<file path="config.mk">
export PLATFORM = sky130hd
export DESIGN_NAME = decode_queue_flat
export DESIGN_NICKNAME = d
export VERILOG_FILES = /design/src/rtl/decode_queue_pkg.sv /design/src/rtl/decode_queue_if.sv /design/src/rtl/decode_queue_decode_logic.sv /design/src/rtl/decode_queue.sv /design/src/flat_wrapper.sv
export SDC_FILE = /design/constraint.sdc
export NUM_CORES = 1
export LEC_CHECK = 0
export CAP_MARGIN = 0
export CORE_ASPECT_RATIO = 1.75
export CORE_UTILIZATION = 55
export CTS_BUF_LIST = sky130_fd_sc_hd__clkbuf_16
export DETAILED_ROUTE_END_ITERATION = 7
export GPL_TIMING_DRIVEN = 0
export PLACE_DENSITY = 0.89
export SETUP_SLACK_MARGIN = 0.3
export SYNTH_ARGS = -nofsm -noshare
export SYNTH_HDL_FRONTEND = slang
export SYNTH_SLANG_ARGS = --single-unit
</file>
<file path="constraint.sdc">
create_clock -name clk -period 8.3 [get_ports clk]
set_clock_uncertainty 0.2 [all_clocks]
set_input_delay 1.66 -clock clk [delete_from_list [all_inputs] [get_ports clk]]
set_output_delay 1.66 -clock clk [all_outputs]
set_load 0.02 [all_outputs]
</file>
<file path="src/rtl/decode_queue_pkg.sv">
// Shared types for the decode queue: ALU/operand/size enums, RV32I encoding
// constants and the decoded-bundle struct carried through the FIFO.
package decode_queue_pkg;

  typedef enum logic [3:0] {
    ALU_ADD,
    ALU_SUB,
    ALU_SLL,
    ALU_SLT,
    ALU_SLTU,
    ALU_XOR,
    ALU_SRL,
    ALU_SRA,
    ALU_OR,
    ALU_AND
  } alu_op_e;

  typedef enum logic [1:0] {
    ALU_SRC_RS1,
    ALU_SRC_RS2,
    ALU_SRC_IMM,
    ALU_SRC_ZERO
  } alu_src_e;

  // Encoded to match the load funct3 field (size in [1:0], unsigned in [2]).
  typedef enum logic [2:0] {
    DATA_B  = 3'b000,
    DATA_H  = 3'b001,
    DATA_W  = 3'b010,
    DATA_BU = 3'b100,
    DATA_HU = 3'b101
  } data_size_e;

  localparam logic [6:0] OPC_OP     = 7'b0110011;
  localparam logic [6:0] OPC_OP_IMM = 7'b0010011;
  localparam logic [6:0] OPC_LOAD   = 7'b0000011;
  localparam logic [6:0] OPC_STORE  = 7'b0100011;
  localparam logic [6:0] OPC_LUI    = 7'b0110111;

  localparam logic [2:0] F3_ADD_SUB = 3'b000;
  localparam logic [2:0] F3_SLL     = 3'b001;
  localparam logic [2:0] F3_SLT     = 3'b010;
  localparam logic [2:0] F3_SLTU    = 3'b011;
  localparam logic [2:0] F3_XOR     = 3'b100;
  localparam logic [2:0] F3_SRL_SRA = 3'b101;
  localparam logic [2:0] F3_OR      = 3'b110;
  localparam logic [2:0] F3_AND     = 3'b111;

  localparam logic [2:0] F3_LB  = 3'b000;
  localparam logic [2:0] F3_LH  = 3'b001;
  localparam logic [2:0] F3_LW  = 3'b010;
  localparam logic [2:0] F3_LBU = 3'b100;
  localparam logic [2:0] F3_LHU = 3'b101;
  localparam logic [2:0] F3_SB  = 3'b000;
  localparam logic [2:0] F3_SH  = 3'b001;
  localparam logic [2:0] F3_SW  = 3'b010;

  localparam logic [6:0] F7_BASE = 7'b0000000;
  localparam logic [6:0] F7_ALT  = 7'b0100000;

  typedef struct packed {
    logic [4:0]  sel_rs1;
    logic [4:0]  sel_rs2;
    logic [4:0]  sel_rd;
    logic        rd_we;
    alu_op_e     alu_op;
    alu_src_e    alu_src1;
    alu_src_e    alu_src2;
    logic        mem_re;
    logic        mem_we;
    data_size_e  mem_size;
    logic [31:0] imm;
    logic        illegal;
  } decoded_instr_t;

  localparam int BUNDLE_W = $bits(decoded_instr_t);

  // Illegal encodings decode to an all-zero bundle with only the flag set.
  localparam decoded_instr_t ILLEGAL_BUNDLE =
    decoded_instr_t'({{(BUNDLE_W - 1){1'b0}}, 1'b1});

  function automatic logic [31:0] sext12(input logic [11:0] v);
    return {{20{v[11]}}, v};
  endfunction

endpackage

</file>
<file path="src/rtl/decode_queue_if.sv">
// Fetch-side and execute-side handshake bundle of the decode queue.
// master = fetch/execute environment, slave = the queue itself.
interface decode_queue_if
  import decode_queue_pkg::*;
#(
  parameter int PC_W = 32
);

  logic            in_valid_i;
  logic            in_ready_o;
  logic [31:0]     instr_i;
  logic [PC_W-1:0] pc_i;
  logic            flush_i;
  logic            out_valid_o;
  logic            out_ready_i;
  logic [PC_W-1:0] pc_o;
  logic [4:0]      sel_rs1_o;
  logic [4:0]      sel_rs2_o;
  logic [4:0]      sel_rd_o;
  logic            rd_we_o;
  alu_op_e         alu_op_o;
  alu_src_e        alu_src1_o;
  alu_src_e        alu_src2_o;
  logic            mem_re_o;
  logic            mem_we_o;
  data_size_e      mem_size_o;
  logic [31:0]     imm_o;
  logic            illegal_o;

  modport master (
    output in_valid_i, instr_i, pc_i, flush_i, out_ready_i,
    input  in_ready_o, out_valid_o, pc_o, sel_rs1_o, sel_rs2_o, sel_rd_o,
           rd_we_o, alu_op_o, alu_src1_o, alu_src2_o, mem_re_o, mem_we_o,
           mem_size_o, imm_o, illegal_o
  );

  modport slave (
    input  in_valid_i, instr_i, pc_i, flush_i, out_ready_i,
    output in_ready_o, out_valid_o, pc_o, sel_rs1_o, sel_rs2_o, sel_rd_o,
           rd_we_o, alu_op_o, alu_src1_o, alu_src2_o, mem_re_o, mem_we_o,
           mem_size_o, imm_o, illegal_o
  );

endinterface

</file>
<file path="src/rtl/decode_queue_decode_logic.sv">
// Combinational RV32I decoder for ALU, load, store and LUI instructions.
// Anything else, or a malformed funct3/funct7, yields ILLEGAL_BUNDLE.
module decode_logic
  import decode_queue_pkg::*;
(
  input  logic [31:0]    instr,
  output decoded_instr_t dec
);

  logic [6:0]  opcode;
  logic [6:0]  funct7;
  logic [2:0]  funct3;
  logic [4:0]  rs1;
  logic [4:0]  rs2;
  logic [4:0]  rd;
  logic [31:0] imm_i;
  logic [31:0] imm_s;
  logic [31:0] imm_u;
  logic [31:0] imm_sh;

  assign opcode = instr[6:0];
  assign rd     = instr[11:7];
  assign funct3 = instr[14:12];
  assign rs1    = instr[19:15];
  assign rs2    = instr[24:20];
  assign funct7 = instr[31:25];

  assign imm_i  = sext12(instr[31:20]);
  assign imm_s  = sext12({instr[31:25], instr[11:7]});
  assign imm_u  = {instr[31:12], 12'b0};
  assign imm_sh = {27'b0, instr[24:20]};

  alu_op_e        base_op;
  decoded_instr_t d;
  logic           legal;

  // Operation implied by funct3 alone; SUB/SRA are picked by funct7 below.
  always_comb begin
    base_op = ALU_ADD;
    case (funct3)
      F3_ADD_SUB: base_op = ALU_ADD;
      F3_SLL:     base_op = ALU_SLL;
      F3_SLT:     base_op = ALU_SLT;
      F3_SLTU:    base_op = ALU_SLTU;
      F3_XOR:     base_op = ALU_XOR;
      F3_SRL_SRA: base_op = ALU_SRL;
      F3_OR:      base_op = ALU_OR;
      F3_AND:     base_op = ALU_AND;
      default:    base_op = ALU_ADD;
    endcase
  end

  always_comb begin
    // NOTE: every output of a combinational block is assigned a default
    // first, so no path leaves it unassigned and no latch is inferred.
    d     = '0;
    legal = 1'b0;
    case (opcode)
      OPC_OP: begin
        d.sel_rs1  = rs1;
        d.sel_rs2  = rs2;
        d.sel_rd   = rd;
        d.alu_src1 = ALU_SRC_RS1;
        d.alu_src2 = ALU_SRC_RS2;
        d.alu_op   = base_op;
        if (funct7 == F7_BASE) begin
          legal = 1'b1;
        end else if (funct7 == F7_ALT && funct3 == F3_ADD_SUB) begin
          legal    = 1'b1;
          d.alu_op = ALU_SUB;
        end else if (funct7 == F7_ALT && funct3 == F3_SRL_SRA) begin
          legal    = 1'b1;
          d.alu_op = ALU_SRA;
        end
      end
      OPC_OP_IMM: begin
        d.sel_rs1  = rs1;
        d.sel_rd   = rd;
        d.alu_src1 = ALU_SRC_RS1;
        d.alu_src2 = ALU_SRC_IMM;
        d.alu_op   = base_op;
        d.imm      = imm_i;
        if (funct3 == F3_SLL || funct3 == F3_SRL_SRA) begin
          // Shift amount is instr[24:20]; the upper bits must be a valid funct7.
          d.imm = imm_sh;
          if (funct7 == F7_BASE) begin
            legal = 1'b1;
          end else if (funct7 == F7_ALT && funct3 == F3_SRL_SRA) begin
            legal    = 1'b1;
            d.alu_op = ALU_SRA;
          end
        end else begin
          legal = 1'b1;
        end
      end
      OPC_LOAD: begin
        d.sel_rs1  = rs1;
        d.sel_rd   = rd;
        d.alu_src1 = ALU_SRC_RS1;
        d.alu_src2 = ALU_SRC_IMM;
        d.alu_op   = ALU_ADD;
        d.mem_re   = 1'b1;
        d.imm      = imm_i;
        legal      = 1'b1;
        case (funct3)
          F3_LB:   d.mem_size = DATA_B;
          F3_LH:   d.mem_size = DATA_H;
          F3_LW:   d.mem_size = DATA_W;
          F3_LBU:  d.mem_size = DATA_BU;
          F3_LHU:  d.mem_size = DATA_HU;
          default: legal      = 1'b0;
        endcase
      end
      OPC_STORE: begin
        d.sel_rs1  = rs1;
        d.sel_rs2  = rs2;
        d.alu_src1 = ALU_SRC_RS1;
        d.alu_src2 = ALU_SRC_IMM;
        d.alu_op   = ALU_ADD;
        d.mem_we   = 1'b1;
        d.imm      = imm_s;
        legal      = 1'b1;
        case (funct3)
          F3_SB:   d.mem_size = DATA_B;
          F3_SH:   d.mem_size = DATA_H;
          F3_SW:   d.mem_size = DATA_W;
          default: legal      = 1'b0;
        endcase
      end
      OPC_LUI: begin
        d.sel_rd   = rd;
        d.alu_src1 = ALU_SRC_ZERO;
        d.alu_src2 = ALU_SRC_IMM;
        d.alu_op   = ALU_ADD;
        d.imm      = imm_u;
        legal      = 1'b1;
      end
      default: legal = 1'b0;
    endcase

    // Stores leave sel_rd at 0, so a non-zero rd alone implies a write.
    if (!legal) begin
      d = ILLEGAL_BUNDLE;
    end else begin
      d.rd_we = (d.sel_rd != 5'd0);
    end
  end

  assign dec = d;

endmodule

</file>
<file path="src/rtl/decode_queue.sv">
// Decode stage with a DEPTH-entry FIFO of decoded bundles between fetch and
// execute. Optional macro DECODE_BYPASS_EN adds a 0-cycle path when empty.
module decode_queue
  import decode_queue_pkg::*;
#(
  parameter int DEPTH = 2,
  parameter int PC_W  = 32
) (
  input  logic          clk,
  input  logic          rst_n,
  decode_queue_if.slave bus
);

  localparam int PTR_W = (DEPTH > 1) ? $clog2(DEPTH) : 1;
  localparam int CNT_W = $clog2(DEPTH + 1);
  localparam logic [PTR_W-1:0] LAST_PTR = PTR_W'(DEPTH - 1);
  localparam logic [CNT_W-1:0] FULL_CNT = CNT_W'(DEPTH);
  localparam logic [CNT_W-1:0] ONE_CNT  = CNT_W'(1);

  decoded_instr_t  dec;
  decoded_instr_t  mem_q    [DEPTH];
  logic [PC_W-1:0] pc_mem_q [DEPTH];

  logic [PTR_W-1:0] wr_ptr_q, wr_ptr_d;
  logic [PTR_W-1:0] rd_ptr_q, rd_ptr_d;
  logic [CNT_W-1:0] count_q, count_d;
  decoded_instr_t   head_q, head_d;
  logic [PC_W-1:0]  head_pc_q, head_pc_d;

  logic            in_ready;
  logic            queued_valid;
  logic            push;
  logic            pop;
  logic            bypass;
  decoded_instr_t  out_bundle;
  logic [PC_W-1:0] out_pc;

  decode_logic u_decode (
    .instr (bus.instr_i),
    .dec   (dec)
  );

  // Wraps at DEPTH-1 so non-power-of-two depths work.
  function automatic logic [PTR_W-1:0] ptr_inc(input logic [PTR_W-1:0] p);
    return (p == LAST_PTR) ? '0 : p + PTR_W'(1);
  endfunction

  assign in_ready     = (count_q < FULL_CNT);
  assign queued_valid = (count_q != '0);

`ifdef DECODE_BYPASS_EN
  assign bypass     = !queued_valid && bus.in_valid_i && bus.out_ready_i && !bus.flush_i;
  assign out_bundle = bypass ? dec : head_q;
  assign out_pc     = bypass ? bus.pc_i : head_pc_q;
`else
  assign bypass     = 1'b0;
  assign out_bundle = head_q;
  assign out_pc     = head_pc_q;
`endif

  assign push = bus.in_valid_i && in_ready && !bus.flush_i && !bypass;
  assign pop  = queued_valid && bus.out_ready_i && !bus.flush_i;

  // head_q mirrors mem_q[rd_ptr_q] but only reloads when the head changes,
  // so the outputs hold their last value while the queue is empty.
  always_comb begin
    wr_ptr_d  = wr_ptr_q;
    rd_ptr_d  = rd_ptr_q;
    count_d   = count_q;
    head_d    = head_q;
    head_pc_d = head_pc_q;
    if (bus.flush_i) begin
      wr_ptr_d = '0;
      rd_ptr_d = '0;
      count_d  = '0;
    end else begin
      if (push) wr_ptr_d = ptr_inc(wr_ptr_q);
      if (pop)  rd_ptr_d = ptr_inc(rd_ptr_q);
      count_d = count_q + CNT_W'(push) - CNT_W'(pop);
      if (bypass) begin
        head_d    = dec;
        head_pc_d = bus.pc_i;
      end else if (push && (count_q == '0 || (pop && count_q == ONE_CNT))) begin
        // The incoming instruction becomes the head directly.
        head_d    = dec;
        head_pc_d = bus.pc_i;
      end else if (pop && count_q > ONE_CNT) begin
        head_d    = mem_q[rd_ptr_d];
        head_pc_d = pc_mem_q[rd_ptr_d];
      end
    end
  end

  // NOTE: sequential state uses non-blocking assignments so every register
  // samples pre-edge values regardless of block evaluation order.
  always_ff @(posedge clk or negedge rst_n) begin
    if (!rst_n) begin
      wr_ptr_q  <= '0;
      rd_ptr_q  <= '0;
      count_q   <= '0;
      head_q    <= '0;
      head_pc_q <= '0;
    end else begin
      wr_ptr_q  <= wr_ptr_d;
      rd_ptr_q  <= rd_ptr_d;
      count_q   <= count_d;
      head_q    <= head_d;
      head_pc_q <= head_pc_d;
    end
  end

  // NOTE: the storage array has no reset; only head_q and count_q are ever
  // visible, and both are cleared, so stale slots can never be emitted.
  always_ff @(posedge clk) begin
    if (push) begin
      mem_q[wr_ptr_q]    <= dec;
      pc_mem_q[wr_ptr_q] <= bus.pc_i;
    end
  end

  assign bus.in_ready_o  = in_ready;
  assign bus.out_valid_o = queued_valid || bypass;
  assign bus.pc_o        = out_pc;
  assign bus.sel_rs1_o   = out_bundle.sel_rs1;
  assign bus.sel_rs2_o   = out_bundle.sel_rs2;
  assign bus.sel_rd_o    = out_bundle.sel_rd;
  assign bus.rd_we_o     = out_bundle.rd_we;
  assign bus.alu_op_o    = out_bundle.alu_op;
  assign bus.alu_src1_o  = out_bundle.alu_src1;
  assign bus.alu_src2_o  = out_bundle.alu_src2;
  assign bus.mem_re_o    = out_bundle.mem_re;
  assign bus.mem_we_o    = out_bundle.mem_we;
  assign bus.mem_size_o  = out_bundle.mem_size;
  assign bus.imm_o       = out_bundle.imm;
  assign bus.illegal_o   = out_bundle.illegal;

endmodule

</file>
<file path="src/flat_wrapper.sv">
// flat-port wrapper written by rule: the top's interface ports become plain ports
module decode_queue_flat import decode_queue_pkg::*;
#(
  parameter int DEPTH = 2,
  parameter int PC_W  = 32
)
  (clk, rst_n, bus_in_valid_i, bus_instr_i, bus_pc_i, bus_flush_i, bus_out_ready_i, bus_in_ready_o, bus_out_valid_o, bus_pc_o, bus_sel_rs1_o, bus_sel_rs2_o, bus_sel_rd_o, bus_rd_we_o, bus_alu_op_o, bus_alu_src1_o, bus_alu_src2_o, bus_mem_re_o, bus_mem_we_o, bus_mem_size_o, bus_imm_o, bus_illegal_o);
  decode_queue_if #(.PC_W(PC_W)) bus_i ();
  input  logic clk;
  input  logic rst_n;
  input wire logic [$bits(bus_i.in_valid_i)-1:0] bus_in_valid_i;
  input wire logic [$bits(bus_i.instr_i)-1:0] bus_instr_i;
  input wire logic [$bits(bus_i.pc_i)-1:0] bus_pc_i;
  input wire logic [$bits(bus_i.flush_i)-1:0] bus_flush_i;
  input wire logic [$bits(bus_i.out_ready_i)-1:0] bus_out_ready_i;
  output wire logic [$bits(bus_i.in_ready_o)-1:0] bus_in_ready_o;
  output wire logic [$bits(bus_i.out_valid_o)-1:0] bus_out_valid_o;
  output wire logic [$bits(bus_i.pc_o)-1:0] bus_pc_o;
  output wire logic [$bits(bus_i.sel_rs1_o)-1:0] bus_sel_rs1_o;
  output wire logic [$bits(bus_i.sel_rs2_o)-1:0] bus_sel_rs2_o;
  output wire logic [$bits(bus_i.sel_rd_o)-1:0] bus_sel_rd_o;
  output wire logic [$bits(bus_i.rd_we_o)-1:0] bus_rd_we_o;
  output wire logic [$bits(bus_i.alu_op_o)-1:0] bus_alu_op_o;
  output wire logic [$bits(bus_i.alu_src1_o)-1:0] bus_alu_src1_o;
  output wire logic [$bits(bus_i.alu_src2_o)-1:0] bus_alu_src2_o;
  output wire logic [$bits(bus_i.mem_re_o)-1:0] bus_mem_re_o;
  output wire logic [$bits(bus_i.mem_we_o)-1:0] bus_mem_we_o;
  output wire logic [$bits(bus_i.mem_size_o)-1:0] bus_mem_size_o;
  output wire logic [$bits(bus_i.imm_o)-1:0] bus_imm_o;
  output wire logic [$bits(bus_i.illegal_o)-1:0] bus_illegal_o;
  assign bus_i.in_valid_i = bus_in_valid_i;
  assign bus_i.instr_i = bus_instr_i;
  assign bus_i.pc_i = bus_pc_i;
  assign bus_i.flush_i = bus_flush_i;
  assign bus_i.out_ready_i = bus_out_ready_i;
  assign bus_in_ready_o = bus_i.in_ready_o;
  assign bus_out_valid_o = bus_i.out_valid_o;
  assign bus_pc_o = bus_i.pc_o;
  assign bus_sel_rs1_o = bus_i.sel_rs1_o;
  assign bus_sel_rs2_o = bus_i.sel_rs2_o;
  assign bus_sel_rd_o = bus_i.sel_rd_o;
  assign bus_rd_we_o = bus_i.rd_we_o;
  assign bus_alu_op_o = bus_i.alu_op_o;
  assign bus_alu_src1_o = bus_i.alu_src1_o;
  assign bus_alu_src2_o = bus_i.alu_src2_o;
  assign bus_mem_re_o = bus_i.mem_re_o;
  assign bus_mem_we_o = bus_i.mem_we_o;
  assign bus_mem_size_o = bus_i.mem_size_o;
  assign bus_imm_o = bus_i.imm_o;
  assign bus_illegal_o = bus_i.illegal_o;
  decode_queue #(.DEPTH(DEPTH), .PC_W(PC_W)) u_core (.clk(clk), .rst_n(rst_n), .bus(bus_i));
endmodule
</file>
Word level (Yosys, flattened, before mapping). Memories as Yosys holds them, arrays and structs flattened. Cells that the tools add are included.

Register bits after elaboration: 98. Memory bits (writable): 188. Memory bits (read-only): 32. Input port bits: 69. Output and inout bits: 96. Word-level logic and storage cells: 104. Memories kept: 3.

$add $sub $neg: 4. $lt $le $gt $ge: 2. Equal/unequal tests: 11. Muxes and demuxes: 41. Bitwise operators: 1. Reduce and logical (&&, ||, !) cells: 26.

Memories: u_core.mem_q (depth 2, width 62, read ports 1, clocked after memory_dff 0, wr ports 1, line decode_queue.sv:21) `decoded_instr_t mem_q [DEPTH];`; u_core.pc_mem_q (depth 2, width 32, read ports 1, clocked after memory_dff 0, wr ports 1, line decode_queue.sv:22) `logic [PC_W-1:0] pc_mem_q [DEPTH];`; (no name shown) (depth 8, width 4, read ports 1, clocked after memory_dff 0, wr ports 0, line decode_queue_decode_logic.sv:40) `case (funct3)`.

Operators by type and width (count): 32-bit one-hot mux with 4 select lines (1); 62-bit two-way mux (2); 32-bit two-way mux (3); 46-bit two-way mux (1); 8-bit one-hot mux with 4 select lines (1); 7-bit by 6-bit equality test with 1-bit output (second input constant) (4); 4-bit two-way mux (5); 1-bit two-way mux (19); 15-bit two-way mux (1); 5-bit two-way mux (3); 3-bit one-hot mux with 4 select lines (1); 1-bit logical AND (9); 4-bit OR reduction (2); 7-bit by 2-bit equality test with 1-bit output (second input constant) (1); 7-bit by 5-bit equality test with 1-bit output (second input constant) (1); 7-bit zero test (1); 3-bit equality test (second input constant) (2); 3-bit one-hot mux with 2 select lines (1); 2-bit nonzero test (3); 1-bit one-hot mux with 5 select lines (1); 5-bit nonzero test (1); 5-bit OR reduction (1); 2-bit one-hot mux with 2 select lines (1); 2-bit OR reduction (2); other kinds (16) (18).

Longest topological paths before layout.
Word-level depth: 8. Gate-level depth with buffers: 10. Gate-level depth less buffers: 7.

Modules after synthesis. From an unflattened synthesis, not the netlist that was laid out.

Cell total of the unflattened synthesis: 1544. Area total of the unflattened synthesis: 15298.4 sq um.

Modules (own cells, without submodules): decode_queue (instances 1, cells each 1392, area an instance 14343.8 sq um, sequential area each 8097.8 sq um); decode_logic (instances 1, cells each 152, area an instance 954.7 sq um, sequential area each 0.0 sq um).

Worst setup path after synthesis. Ideal clock, no wire load.

Path kind: in2reg. Start point: input port bus_flush_i. End point: memory u_core.mem_q[0][0] in the netlist's numbering (enable). Setup time: 0.556 ns. Arrival: 6.067 ns. Data required time: 7.544 ns. Slack: 1.476 ns. Cell stages on the path: 2. Path buffers: 0. Path through: nor3b_2 > nor2b_1.

Longest elaborated chain between the ends: 4.

RTL lines: start, declared (line flat_wrapper.sv:14) `input wire logic [$bits(bus_i.flush_i)-1:0] bus_flush_i;`; 1-bit zero test (line decode_queue.sv:61) `assign push = bus.in_valid_i && in_ready && !bus.flush_i && !bypass;`; 1-bit logical AND (line decode_queue.sv:61); 1-bit two-way mux (line decode_queue.sv:115) `if (push) begin`; 1-bit two-way mux (implied by the code) (line decode_queue.sv:116) `mem_q[wr_ptr_q] <= dec;`; end, declared (line decode_queue.sv:21).

Every way passes these cells.

==> flow_metrics.tcl <==
set metrics [dict create \
    status "complete, no violations" \
    post_layout_nets 1235 \
    synth_xor_area_share_pct 0.217 \
    syn-cell-area_um2 12100 \
    cap_violations 0 \
    power.switching_mw 1.20 \
    internal_power_mw 2.76 \
    synth_top_flop_cell "sky130_fd_sc_hd__edfxtp_1" \
    post_drt_antenna_nets 0 \
    place.detailed.hpwl_um 24000 \
    power-per-cell-area_nw_per_um2 264 \
    first_global_vias 9587 \
    io_pins 165 \
    post-layout-total-power_mw 3.96 \
    r2r-start "u_core.count_q[1]" \
    max-slew-margin-rel_pct 26.2 \
    cts_tree "done" \
    io_buffer_count 163 \
    ctsLongestPathBuffers 3 \
    post-route-drc-count 0 \
    worst_setup_hold_path_clk_slew_ps 70 \
    most_used_cells_in_the_layout_excluding_fill_and_tap_cells "186 x sky130_fd_sc_hd__edfxtp_1, 162 x sky130_fd_sc_hd__clkdlybuf4s50_1, 97 x sky130_fd_sc_hd__dfrtp_1" \
    finalCoreUtilization_pct 69.7 \
    fp.dieH_um 198 \
    synth_compound_gate_area_share_pct 16.4 \
    timing.reg2reg.setup_slack_ps 5590 \
    post_cts.resized_instances 0 \
    hold_path.startpoint "u_core.bus.pc_o[24]" \
    post_route_cells_drive_above_1_share_pct 7.47 \
    drv_slew 0 \
    fp.dieArea_um2 22600 \
    synth_adder_area_share_pct 0.621 \
    holdWs_ps 274 \
    swShare_pct 30.4 \
    vias 9393 \
    worst_slew_pin_slew_ps 1100 \
    mostFrequentLayoutCell "sky130_fd_sc_hd__edfxtp_1" \
    synth-seq-area-share_pct 66.3 \
    finalCritPeriodShare_pct 53.7 \
    syn_to_final_growth_pct 23.9 \
    synthesis.area_per_instance_um2 12.5 \
    grt_max_degree 65 \
    synth-simple-area-share_pct 12.0 \
    wl_per_cell_um 23.1 \
    synth.area.mux_share_pct 0.911 \
    synth.distinct_cells 61 \
    asyncSetResetFlopFracSynth_pct 34.3 \
    gp_congestion 0.931 \
    setup_viol 0 \
    achievable-frequency_mhz 224 \
    rsz_0062_raised_after_global_routing "false" \
    initial_antenna_violation_count 1 \
    avgViaCountPerCell 6.38 \
    cts_hold_buf 0 \
    tritoncts.num_buffers 24 \
    gr-usage-all-layers_pct 30.8 \
    cp-start-kind "input port" \
    synthesis.instances 966 \
    hp-class "flip-flop to flip-flop" \
    hold_violations 0 \
    combinational_family_with_the_most_area_after_synthesis "compound AO/OA/AOI/OAI gates" \
    total_routed_length_um 34000 \
    first_pass_iters 8 \
    power.share.combinational_pct 26.5 \
    ys.warnings.count 0 \
    synth_edf_count 186 \
    die_w_um 114 \
    worst_setup_path_startpoint "bus_instr_i[13]" \
    clock_sinks 283 \
    clock_tree.htree_level_count 1 \
    critical_path_class "input port to flip-flop" \
    power.share.sequential_pct 45.4 \
    placementRows 71 \
    share_clk_of_total_power_pct 28.1 \
    postSynthNetCount 1041 \
    cts-root-buf "sky130_fd_sc_hd__clkbuf_16" \
    critical_path_peak_fanout 10 \
    post-place-ws_ps 3410 \
    count_of_state_elements_after_synthesis 283 \
    fin_tns_setup_ps 0 \
    finalWorstPathRequiredPeriod_ps 4460 \
    final_critical_path_setup_slack_ps 3840 \
    design.core.area_um2 21500 \
    vdd.ir_drop.worst_v 0.000171 \
    starting_density_of_the_core_pct 56.2 \
    initialDrtViolationCount 869 \
    worstSkewPairLatency_ps 530 \
    arrival_ps 4510 \
    worstSetupEndpointType "flip-flop" \
    timing.critical_path.required_ps 8350 \
    globalRouteOverflowTotal 0 \
    total_leakage_power_nw 5.61 \
    cts_post_setup_buffers_inserted 0 \
    first_pass_grt_wire_length_um 52500 \
]
registers in the layout, summed over array words and instances (netlist names), 2 cells and up:
signal	cells
u_core.bus.mem_size_o	3
u_core.mem_q	122
u_core.bus.alu_src2_o	2
u_core.bus.sel_rs1_o	5
u_core.bus.sel_rd_o	5
u_core.bus.sel_rs2_o	5
u_core.bus.pc_o	32
u_core.count_q	2
u_core.pc_mem_q	64
u_core.bus.alu_op_o	4
u_core.bus.imm_o	32
metrics by stage:
stage / instance area, um^2 / std cells
final: 15000 / 1472
after global routing: 15000 / 1471
after floorplan: 12100 / 966
after detailed placement: 14200 / 1426
after global placement: 14100 / 1421
after CTS: 15000 / 1470
final timing paths:
path | to | cells past startpoint
max in group asynchronous | u_core.bus.imm_o[26] | 2
worst min register to register | u_core.bus.pc_o[24] | 2
worst min-delay path | u_core.bus.pc_o[24] | 2
worst max-delay path | u_core.mem_q[0][28] | 10
worst max register to register | u_core.bus.pc_o[11] | 7
min in group asynchronous | u_core.bus.imm_o[1] | 1
per-layer routing:
layer | vias up | share of wire, % | GRT usage [%]
met5 | - | 0 | 0
met4 | 0 | 6.0 | 19.7
met3 | 107 | 6.8 | 3.92
met2 | 535 | 54 | 55.1
met1 | 4669 | 34 | 34.3
li1 | 4082 | - | -
cell families (layout without fill, tap and decap cells):
| group | after synthesis | in the layout |
|---|---|---|
| flip-flops | 283 | 283 |
| buffers and inverters | 101 | 313 |
| AND/OR/NAND/NOR | 275 | 275 |
| multiplexers | 11 | 11 |
| other | 0 | 2 |
| adder cells (fa/ha/maj) | 6 | 6 |
| AO/OA/AOI/OAI | 287 | 287 |
| XOR/XNOR | 3 | 3 |
power by group through the flow:
stage | logic, mW | registers (mW) | clock network, mW
after floorplan | 0.378 | 1.98 | 0
after global placement | 1.00 | 1.83 | 0
after detailed placement | 1.04 | 1.83 | 0
after CTS | 1.05 | 1.80 | 1.11
after global routing | 1.12 | 1.82 | 1.16
final | 1.05 | 1.80 | 1.11
layout make-up:
class	count	area, um^2
Sequential cell	283	8010
Timing Repair Buffer	168	1740
Tap cell	292	365
Antenna cell	2	5.00
Multi-Input combinational cell	582	3650
Clock buffer	25	626
Fill cell	1471	6520
Buffer	76	344
Clock inverter	19	139
Inverter	25	93.8
synthesized netlist by cell type (8+ instances only):
| library cell | n | area share (%) |
|---|---|---|
| sky130_fd_sc_hd__a211oi_1 | 74 | 4.6 |
| sky130_fd_sc_hd__a21oi_1 | 38 | 1.6 |
| sky130_fd_sc_hd__and2_1 | 10 | 0.52 |
| sky130_fd_sc_hd__and3_1 | 83 | 4.3 |
| sky130_fd_sc_hd__buf_2 | 17 | 0.70 |
| sky130_fd_sc_hd__clkbuf_1 | 48 | 1.5 |
| sky130_fd_sc_hd__dfrtp_1 | 97 | 20 |
| sky130_fd_sc_hd__edfxtp_1 | 186 | 46 |
| sky130_fd_sc_hd__inv_1 | 24 | 0.75 |
| sky130_fd_sc_hd__mux2i_1 | 11 | 0.91 |
| sky130_fd_sc_hd__nand2_1 | 52 | 1.6 |
| sky130_fd_sc_hd__nand3_1 | 13 | 0.54 |
| sky130_fd_sc_hd__nor2_1 | 78 | 2.4 |
| sky130_fd_sc_hd__o21ai_0 | 54 | 2.2 |
| sky130_fd_sc_hd__o221ai_1 | 8 | 0.58 |
| sky130_fd_sc_hd__o22ai_1 | 28 | 1.4 |
| sky130_fd_sc_hd__o2bb2ai_1 | 10 | 0.72 |
| sky130_fd_sc_hd__o31ai_1 | 34 | 2.1 |
worst max-delay path, cell delays in order:
cell                              delay [ps]
sky130_fd_sc_hd__clkdlybuf4s50_1         650
sky130_fd_sc_hd__inv_1                   110
sky130_fd_sc_hd__ha_1                    180
sky130_fd_sc_hd__buf_2                   180
sky130_fd_sc_hd__nor4b_1                 350
sky130_fd_sc_hd__nor4_1                  120
sky130_fd_sc_hd__o21a_1                  220
sky130_fd_sc_hd__nor3_1                  540
sky130_fd_sc_hd__buf_2                   370
sky130_fd_sc_hd__nor2_1                  110
(Power assumes the default switching activity.)
